**config.mk**
```make
export PLATFORM = sky130hd
export DESIGN_NAME = systolic_skew_feeder
export DESIGN_NICKNAME = d
export VERILOG_FILES = /design/src/rtl/gemma_acc_pkg.sv /design/src/rtl/skew_delay_line.sv /design/src/rtl/systolic_skew_feeder.sv
export SDC_FILE = /design/constraint.sdc
export NUM_CORES = 2
export LEC_CHECK = 0
export CORE_UTILIZATION = 30
export DETAILED_ROUTE_END_ITERATION = 10
export SETUP_SLACK_MARGIN = 0.02
export SYNTH_ARGS = -nofsm -noshare
export SYNTH_HDL_FRONTEND = slang
export SYNTH_SLANG_ARGS = --single-unit
```
**constraint.sdc**
```tcl
create_clock -name clk -period 202 [get_ports clk]
set_input_delay 60.6 -clock clk [delete_from_list [all_inputs] [get_ports clk]]
set_output_delay 60.6 -clock clk [all_outputs]
set_load 0.02 [all_outputs]
```
**src/rtl/gemma_acc_pkg.sv**
```systemverilog
// Shared constants and FSM encoding for the INT8 systolic accelerator edge logic.
package gemma_acc_pkg;

    localparam int unsigned DEFAULT_N          = 32;
    localparam int unsigned DEFAULT_DATA_WIDTH = 8;
    localparam int unsigned DEFAULT_K_WIDTH    = 16;
    localparam int unsigned STATE_WIDTH        = 3;

    typedef enum logic [STATE_WIDTH-1:0] {
        ST_IDLE   = 3'd0,
        ST_CLR    = 3'd1,
        ST_STREAM = 3'd2,
        ST_DRAIN  = 3'd3,
        ST_DONE   = 3'd4
    } state_t;

endpackage

```
**src/rtl/skew_delay_line.sv**
```systemverilog
// Fixed-depth shift line carrying {valid, data} for one skewed lane.
module skew_delay_line #(
    parameter int unsigned DEPTH      = 1,
    parameter int unsigned DATA_WIDTH = 8
) (
    input  logic                  clk,
    input  logic                  rst,
    input  logic                  sample_valid,
    input  logic [DATA_WIDTH-1:0] sample_data,
    output logic                  tap_valid,
    output logic [DATA_WIDTH-1:0] tap_data
);

    logic [DEPTH-1:0]                 valid_q;
    logic [DEPTH-1:0][DATA_WIDTH-1:0] data_q;

    // Shift valid and data together; stage 0 takes the new sample.
    always_ff @(posedge clk or posedge rst) begin
        if (rst) begin
            valid_q <= '0;
            data_q  <= '0;
        end else begin
            valid_q[0] <= sample_valid;
            data_q[0]  <= sample_data;
            for (int unsigned s = 1; s < DEPTH; s++) begin
                valid_q[s] <= valid_q[s-1];
                data_q[s]  <= data_q[s-1];
            end
        end
    end

    assign tap_valid = valid_q[DEPTH-1];
    assign tap_data  = data_q[DEPTH-1];

endmodule

```
**src/rtl/systolic_skew_feeder.sv**
```systemverilog
// Edge feeder: accepts one N-lane operand vector per beat, skews lane i by i
// cycles, and sequences one K-beat tile (clear, stream, drain, done) per start.
module systolic_skew_feeder
    import gemma_acc_pkg::*;
#(
    parameter int unsigned N          = DEFAULT_N,
    parameter int unsigned DATA_WIDTH = DEFAULT_DATA_WIDTH,
    parameter int unsigned K_WIDTH    = DEFAULT_K_WIDTH
) (
    input  logic                    clk,
    input  logic                    rst,
    input  logic                    start,
    input  logic [K_WIDTH-1:0]      k_len,
    input  logic                    in_valid,
    output logic                    in_ready,
    input  logic [N*DATA_WIDTH-1:0] in_data,
    output logic [N*DATA_WIDTH-1:0] out_data,
    output logic [N-1:0]            out_valid,
    output logic                    accum_reset_out,
    output logic                    busy,
    output logic                    done
);

    localparam int unsigned DRAIN_W = (N > 1) ? $clog2(N) : 1;

    state_t               state;
    logic [K_WIDTH-1:0]   k_lat;
    logic [K_WIDTH-1:0]   beat_cnt;
    logic [DRAIN_W-1:0]   drain_cnt;
    logic                 accept_c;
    logic                 last_beat_c;

    assign accept_c    = in_valid & in_ready;
    assign last_beat_c = accept_c && (beat_cnt == (k_lat - K_WIDTH'(1)));

    // Tile sequencer with registered handshake and status outputs.
    always_ff @(posedge clk or posedge rst) begin
        if (rst) begin
            state           <= ST_IDLE;
            k_lat           <= '0;
            beat_cnt        <= '0;
            drain_cnt       <= '0;
            in_ready        <= 1'b0;
            accum_reset_out <= 1'b0;
            busy            <= 1'b0;
            done            <= 1'b0;
        end else begin
            accum_reset_out <= 1'b0;
            done            <= 1'b0;
            case (state)
                ST_IDLE: begin
                    if (start) begin
                        busy <= 1'b1;
                        if (k_len != '0) begin
                            k_lat           <= k_len;
                            beat_cnt        <= '0;
                            accum_reset_out <= 1'b1;
                            state           <= ST_CLR;
                        end else begin
                            done  <= 1'b1;
                            state <= ST_DONE;
                        end
                    end
                end
                ST_CLR: begin
                    in_ready <= 1'b1;
                    state    <= ST_STREAM;
                end
                ST_STREAM: begin
                    if (accept_c) begin
                        beat_cnt <= beat_cnt + K_WIDTH'(1);
                        if (last_beat_c) begin
                            in_ready  <= 1'b0;
                            drain_cnt <= '0;
                            state     <= ST_DRAIN;
                        end
                    end
                end
                ST_DRAIN: begin
                    if (drain_cnt == DRAIN_W'(N - 1)) begin
                        done  <= 1'b1;
                        state <= ST_DONE;
                    end else begin
                        drain_cnt <= drain_cnt + DRAIN_W'(1);
                    end
                end
                ST_DONE: begin
                    busy  <= 1'b0;
                    state <= ST_IDLE;
                end
                default: begin
                    in_ready <= 1'b0;
                    busy     <= 1'b0;
                    state    <= ST_IDLE;
                end
            endcase
        end
    end

    // Lane i gets i+1 stages; non-accepted cycles enter as zero bubbles.
    for (genvar i = 0; i < N; i++) begin : g_lane
        logic [DATA_WIDTH-1:0] lane_c;
        assign lane_c = accept_c ? in_data[i*DATA_WIDTH +: DATA_WIDTH] : '0;

        skew_delay_line #(
            .DEPTH      (i + 1),
            .DATA_WIDTH (DATA_WIDTH)
        ) u_line (
            .clk          (clk),
            .rst          (rst),
            .sample_valid (accept_c),
            .sample_data  (lane_c),
            .tap_valid    (out_valid[i]),
            .tap_data     (out_data[i*DATA_WIDTH +: DATA_WIDTH])
        );
    end

endmodule
```
Word-level counts from Yosys, hierarchy flattened:

Cells that the tools add are included.

* flip-flop bits (word level): 4796
* bits of input ports: 276

* $add $sub $neg: 3
* equality and inequality tests: 12
* mux-type cells: 58
* bitwise operators: 3
* reductions and logical operators: 13

Operator list (number)
* 2-to-1 mux 8 bit: 32
* 2-to-1 mux 16 bit: 3
* case mux 16 bit (2 select lines): 1
* adder 16 x 1 -> 16 bit, second input constant: 1
* equality test 16 bit: 1
* nonzero test 16 bit: 1
* subtractor 16 x 1 -> 16 bit, second input constant: 1
* 2-to-1 mux 3 bit: 5
* 2-to-1 mux 5 bit: 3
* != test 2 bit, second input constant: 6
* case mux 3 bit (4 select lines): 1
* AND reduction 4 bit: 3
* case mux 5 bit (2 select lines): 1
* 2-to-1 mux 1 bit: 9
* equality test 3 x 2 -> 1 bit, second input constant: 2
* AND reduction 3 bit: 2
* OR reduction 3 bit: 2
* adder 5 x 1 -> 5 bit, second input constant: 1
* equality test 5 bit, second input constant: 1
* case mux 1 bit (2 select lines): 2
* nonzero test 2 bit: 2
* equality test 3 x 1 -> 1 bit, second input constant: 1
* equality test 3 bit, second input constant: 1
* logical NOT 3 bit: 1
* 5 further kinds: 6

Logic depth before layout (Yosys ltp):

* word-level depth: 6
* depth in mapped cells: 8
* mapped depth without buffers: 8

Hierarchy:

A second synthesis with hierarchy kept.

* cells, all modules: 5617
* area, all modules: 125290.2 um^2

By module, submodules not included
* skew_delay_line at g_lane[31].u_line: times used 1, cells an instance 297, area each 7270.7 um^2
* skew_delay_line at g_lane[30].u_line: times used 1, cells an instance 288, area each 7045.5 um^2
* skew_delay_line at g_lane[29].u_line: times used 1, cells an instance 279, area each 6820.3 um^2
* skew_delay_line at g_lane[28].u_line: times used 1, cells an instance 270, area each 6595.1 um^2
* skew_delay_line at g_lane[27].u_line: times used 1, cells an instance 261, area each 6369.9 um^2
* skew_delay_line at g_lane[26].u_line: times used 1, cells an instance 252, area each 6144.6 um^2
* skew_delay_line at g_lane[25].u_line: times used 1, cells an instance 243, area each 5919.4 um^2
* skew_delay_line at g_lane[24].u_line: times used 1, cells an instance 234, area each 5694.2 um^2
* skew_delay_line at g_lane[23].u_line: times used 1, cells an instance 225, area each 5469.0 um^2
* skew_delay_line at g_lane[22].u_line: times used 1, cells an instance 216, area each 5243.8 um^2
* skew_delay_line at g_lane[21].u_line: times used 1, cells an instance 207, area each 5018.6 um^2
* skew_delay_line at g_lane[20].u_line: times used 1, cells an instance 198, area each 4793.3 um^2
* skew_delay_line at g_lane[19].u_line: times used 1, cells an instance 189, area each 4568.1 um^2
* systolic_skew_feeder: times used 1, cells an instance 585, area each 4394.2 um^2
* 19 more rows

Worst setup path before layout:

OpenSTA, ideal clock, no wires.

* path type: input-to-reg
* from: in k_len[10]
* to: reg done
* setup time: 94 ps
* arrival: 61877 ps
* required time: 201906 ps
* slack: 140029 ps
* cell stages on the path: 4
* buffers on the path: 0
* cell sequence: nor4_1 -> nand4_1 -> or4b_2 -> a211oi_1

* longest elaborated chain between the ends: 4

RTL lines
* from (decl): line systolic_skew_feeder.sv:13 `input logic [K_WIDTH-1:0] k_len,`
* nonzero test 16 bit: line systolic_skew_feeder.sv:54 `if (k_len != '0) begin`
* 2-to-1 mux 1 bit: line systolic_skew_feeder.sv:54
* 2-to-1 mux 1 bit: line systolic_skew_feeder.sv:52 `if (start) begin`
* case mux 1 bit (2 select lines): line systolic_skew_feeder.sv:50 `case (state)`
* to (signal assigned): line systolic_skew_feeder.sv:46 `done <= 1'b0;`
* to (signal assigned): line systolic_skew_feeder.sv:49 `done <= 1'b0;`
* to (signal assigned): line systolic_skew_feeder.sv:60 `done <= 1'b1;`
* to (decl): line systolic_skew_feeder.sv:21 `output logic done`

No other way between the ends.
A chain may end at the register's enable or synchronous reset.

==> impl_metrics.py <==
metrics = {
    "cts": {
        "ctsResizeCount": 0,
        "numCtsBuffers": 404,
        "cts_root_buf": "clkbuf_16",
        "htreeDepth": 5,
        "max-clock-path-buffers": 4,
        "cts_sinks": 4300,
        "clkSlewWorstSetupHoldPaths_ns": 0.06,
        "post_cts_buffers": 0,
        "cts_hold_buf": 0,
        "cts_tree": "done",
        "clk_latency_ns": 0.91,
    },
    "sta": {
        "rsz0062_at_grt": "false",
        "worst_slew_pin_slew_ns": 1.08,
        "holdWs_ns": 0.298,
        "drv_slew": 0,
        "hold_viol": 0,
        "fin_crit_sh_pct": 32.7,
        "tns_ns": 0,
        "final.min_clock_period_ns": 66.05,
        "relSlewSlack_pct": 28.0,
        "finalClockSkew_ns": 0.0535,
        "setup_violations": 0,
        "fmax_ghz": 0.0151,
    },
    "floorplan": {
        "core_um2": 374000,
        "start_util_pct": 30.2,
        "io_pins": 568,
        "die-height_um": 616,
        "rows": 224,
        "die_w_um": 616,
        "die_area_um2": 379000,
    },
    "critical_path": {
        "cp-end-kind": "async pin",
        "cp.arrival_ns": 66.98,
        "rrSetupSlack_ns": 199.06,
        "startpoint_type": "input port",
        "rr_worst_depth": 5,
        "worst-path-max-fanout": 196,
        "crit_required_ns": 202.93,
        "critPathKind": "input port to async pin",
    },
    "detailed_routing": {
        "postRouteAntennaNets": 0,
        "wirelength_um": 179000,
        "drt_first_pass_iters": 4,
        "wl_per_cell_um": 16.1,
        "met2_wirelength_um": 98200,
        "drtIter0Drc": 2237,
        "post-route-drc-count": 0,
        "wl_met1_um": 66300,
        "via_per_inst": 3.63,
        "met3_length_um": 7560,
        "top_layer": "met5",
        "routed-via-count": 40405,
    },
    "synth": {
        "ys_ff_latch": 4300,
        "yosysTopAreaCellShare_pct": 95.2,
        "synthTopCellsByArea": "dfrtp_1 95%, buf_4 1.9%, and3_1 1.4%",
        "netlist_area_um2": 113000,
        "syn_area_per_cell_um2": 22.0,
        "synth_top_area_cell": "dfrtp_1",
        "ys_types": 46,
        "synth_seq_area_share_pct": 95.2,
        "syn_nets": 5410,
        "ys_warn_count": 0,
        "syn_inst": 5130,
    },
    "global_route": {
        "grt_overflow": 0,
        "grtUsageTotal_pct": 9.57,
        "grt_pass1_vias": 46961,
        "grt_max_degree": 200,
        "antenna_found_initial": 58,
        "grt_pass1_wl_um": 282000,
    },
    "layout": {
        "multi_input_area_um2": 2990,
        "nFillCells": 33396,
        "drive_gt1_share_pct": 11.4,
        "seqCellArea_um2": 108000,
        "final_nets": 6090,
        "synthToLayoutAreaGrowth_pct": 21.0,
    },
    "min_path": {
        "hp-class": "flop to flop",
        "hold_depth": 0,
    },
    "place": {
        "gp_congestion": 0.767,
        "portBuffers": 567,
        "dp_hpwl_um": 99500,
    },
    "power_and_ir_drop": {
        "vdd.ir_drop.worst_uv": 7.85,
        "p_per_area_nw_per_um2": 13.7,
        "power_leakage_nw": 67.8,
    },
    "flow_run": {
        "cap_violations": 0,
    },
    "run_status": {
        "status": "completed",
    },
}
## path summary, 6_finish.rpt
check | from | end
setup / recovery | rst | g_lane[7].u_line.data_q[37]
setup reg to reg | state[2] | state[0]
max in group clk | k_len[2] | state[0]
hold reg to reg | g_lane[24].u_line.data_q[58] | g_lane[24].u_line.data_q[66]
min in group asynchronous | rst | g_lane[30].u_line.tap_data[6]
hold / removal | g_lane[24].u_line.data_q[58] | g_lane[24].u_line.data_q[66]
## synth_stat cells (all sizes together)
| master | count |
|---|---|
| xnor2 | 23 |
| mux2i | 1 |
| o21bai | 1 |
| a41oi | 1 |
| nor3b | 2 |
| o2111a | 1 |
| or4 | 1 |
| a211oi | 6 |
| clkbuf | 64 |
| or3 | 4 |
| or4b | 2 |
| and2 | 2 |
| nor2 | 22 |
| a21o | 1 |
| o21ai | 10 |
| xor2 | 14 |
| a21oi | 3 |
| nand2 | 61 |
| nand2b | 6 |
| buf | 280 |
| dfrtp | 4300 |
| nand4 | 10 |
| o211ai | 1 |
| nor3 | 5 |
| ha | 4 |
| nor4b | 1 |
| nor4 | 18 |
| and3 | 261 |
| nand3b | 1 |
| nor2b | 1 |
| and4bb | 1 |
| a22oi | 1 |
| a31oi | 2 |
| inv | 7 |
| mux2 | 2 |
| clkinv | 1 |
| nand3 | 9 |
## power breakdown
group          internal [mW]  switching, mW  leakage (nW)
logic                 0.0302         0.0545          4.33
registers              0.983         0.0411          56.8
clock network          0.443          0.317          6.68
## routing by layer
layer	global-route usage [%]	vias up
met5	0	-
met4	4.60	4
met3	2.00	423
met2	17.2	786
met1	10.8	21917
li1	-	17275
## placed cells by master (no fill, tap or decap), drive strengths merged, types with 2 or more instances in the layout
cell type / Yosys / final
diode: 0 / 18
xnor2: 23 / 23
inv: 7 / 24
and2: 2 / 2
nor3b: 2 / 2
clkinv: 1 / 79
or4b: 2 / 2
a31oi: 2 / 2
a21oi: 3 / 3
nand2b: 6 / 6
o21ai: 10 / 10
or3: 4 / 4
buf: 280 / 51
nor3: 5 / 5
a211oi: 6 / 6
clkdlybuf4s50: 0 / 566
nor2: 22 / 22
clkbuf: 64 / 587
nand2: 61 / 61
nand3: 9 / 9
nor4: 18 / 18
ha: 4 / 4
xor2: 14 / 14
dfrtp: 4300 / 4300
nand4: 10 / 10
clkinvlp: 0 / 17
bufinv: 0 / 30
mux2: 2 / 2
and3: 261 / 261
## sequential cells by signal, indices dropped and copies added (netlist names)
name,cells
drain_cnt,5
g_lane.u_line.data_q,3968
beat_cnt,16
busy,1
k_lat,16
done,1
in_ready,1
accum_reset_out,1
state,3
g_lane.u_line.tap_data,256
g_lane.u_line.valid_q,32
## critical path, stage by stage
cell and delay, ns:
clkdlybuf4s50_1 0.49, inv_8 0.61, buf_12 0.62, buf_4 0.77, buf_4 0.85, buf_4 0.85
buf_12 0.80, buf_4 0.79
## final cells by class
| class | instances | share of cell area (%) |
|---|---|---|
| Sequential cell | 4300 | 78.7 |
| Clock buffer | 586 | 8.55 |
| Tap cell | 4972 | 4.55 |
| Timing Repair Buffer | 618 | 4.50 |
| Multi-Input combinational cell | 478 | 2.19 |
| Clock inverter | 142 | 1.47 |
| Antenna cell | 18 | 0.0329 |
| Inverter | 8 | 0.0274 |
## stage by stage
step / instance area [um^2] / total power, mW / setup WS (ns) / instances / utilization [%]
after floorplan: 113000 / 1.11 / 19.71 / 5130 / -
after global placement: 123000 / 1.12 / 134.92 / 10376 / 32.9
after detailed placement: 123000 / 1.13 / 134.71 / 10376 / 32.9
after CTS: 137000 / 1.90 / 135.67 / 11104 / 36.6
after global routing: 137000 / 1.95 / 134.79 / 11121 / 36.6
final: 137000 / 1.87 / 135.95 / 11122 / 36.6
## logic make-up (layout without fill, tap and decap cells)
kind of cell	after synthesis	after routing	share of synthesized area, %
other	0	18	0
AND/OR/NAND/NOR	407	407	2.12
multiplexers	3	3	0.0288
XOR/XNOR	37	37	0.287
adder cells (fa/ha/maj)	4	4	0.0443
AO/OA/AOI/OAI	27	27	0.171
flip-flops	4300	4300	95.2
buffers and inverters	352	1354	2.11
No activity file was read; power rests on OpenSTA's default activity.
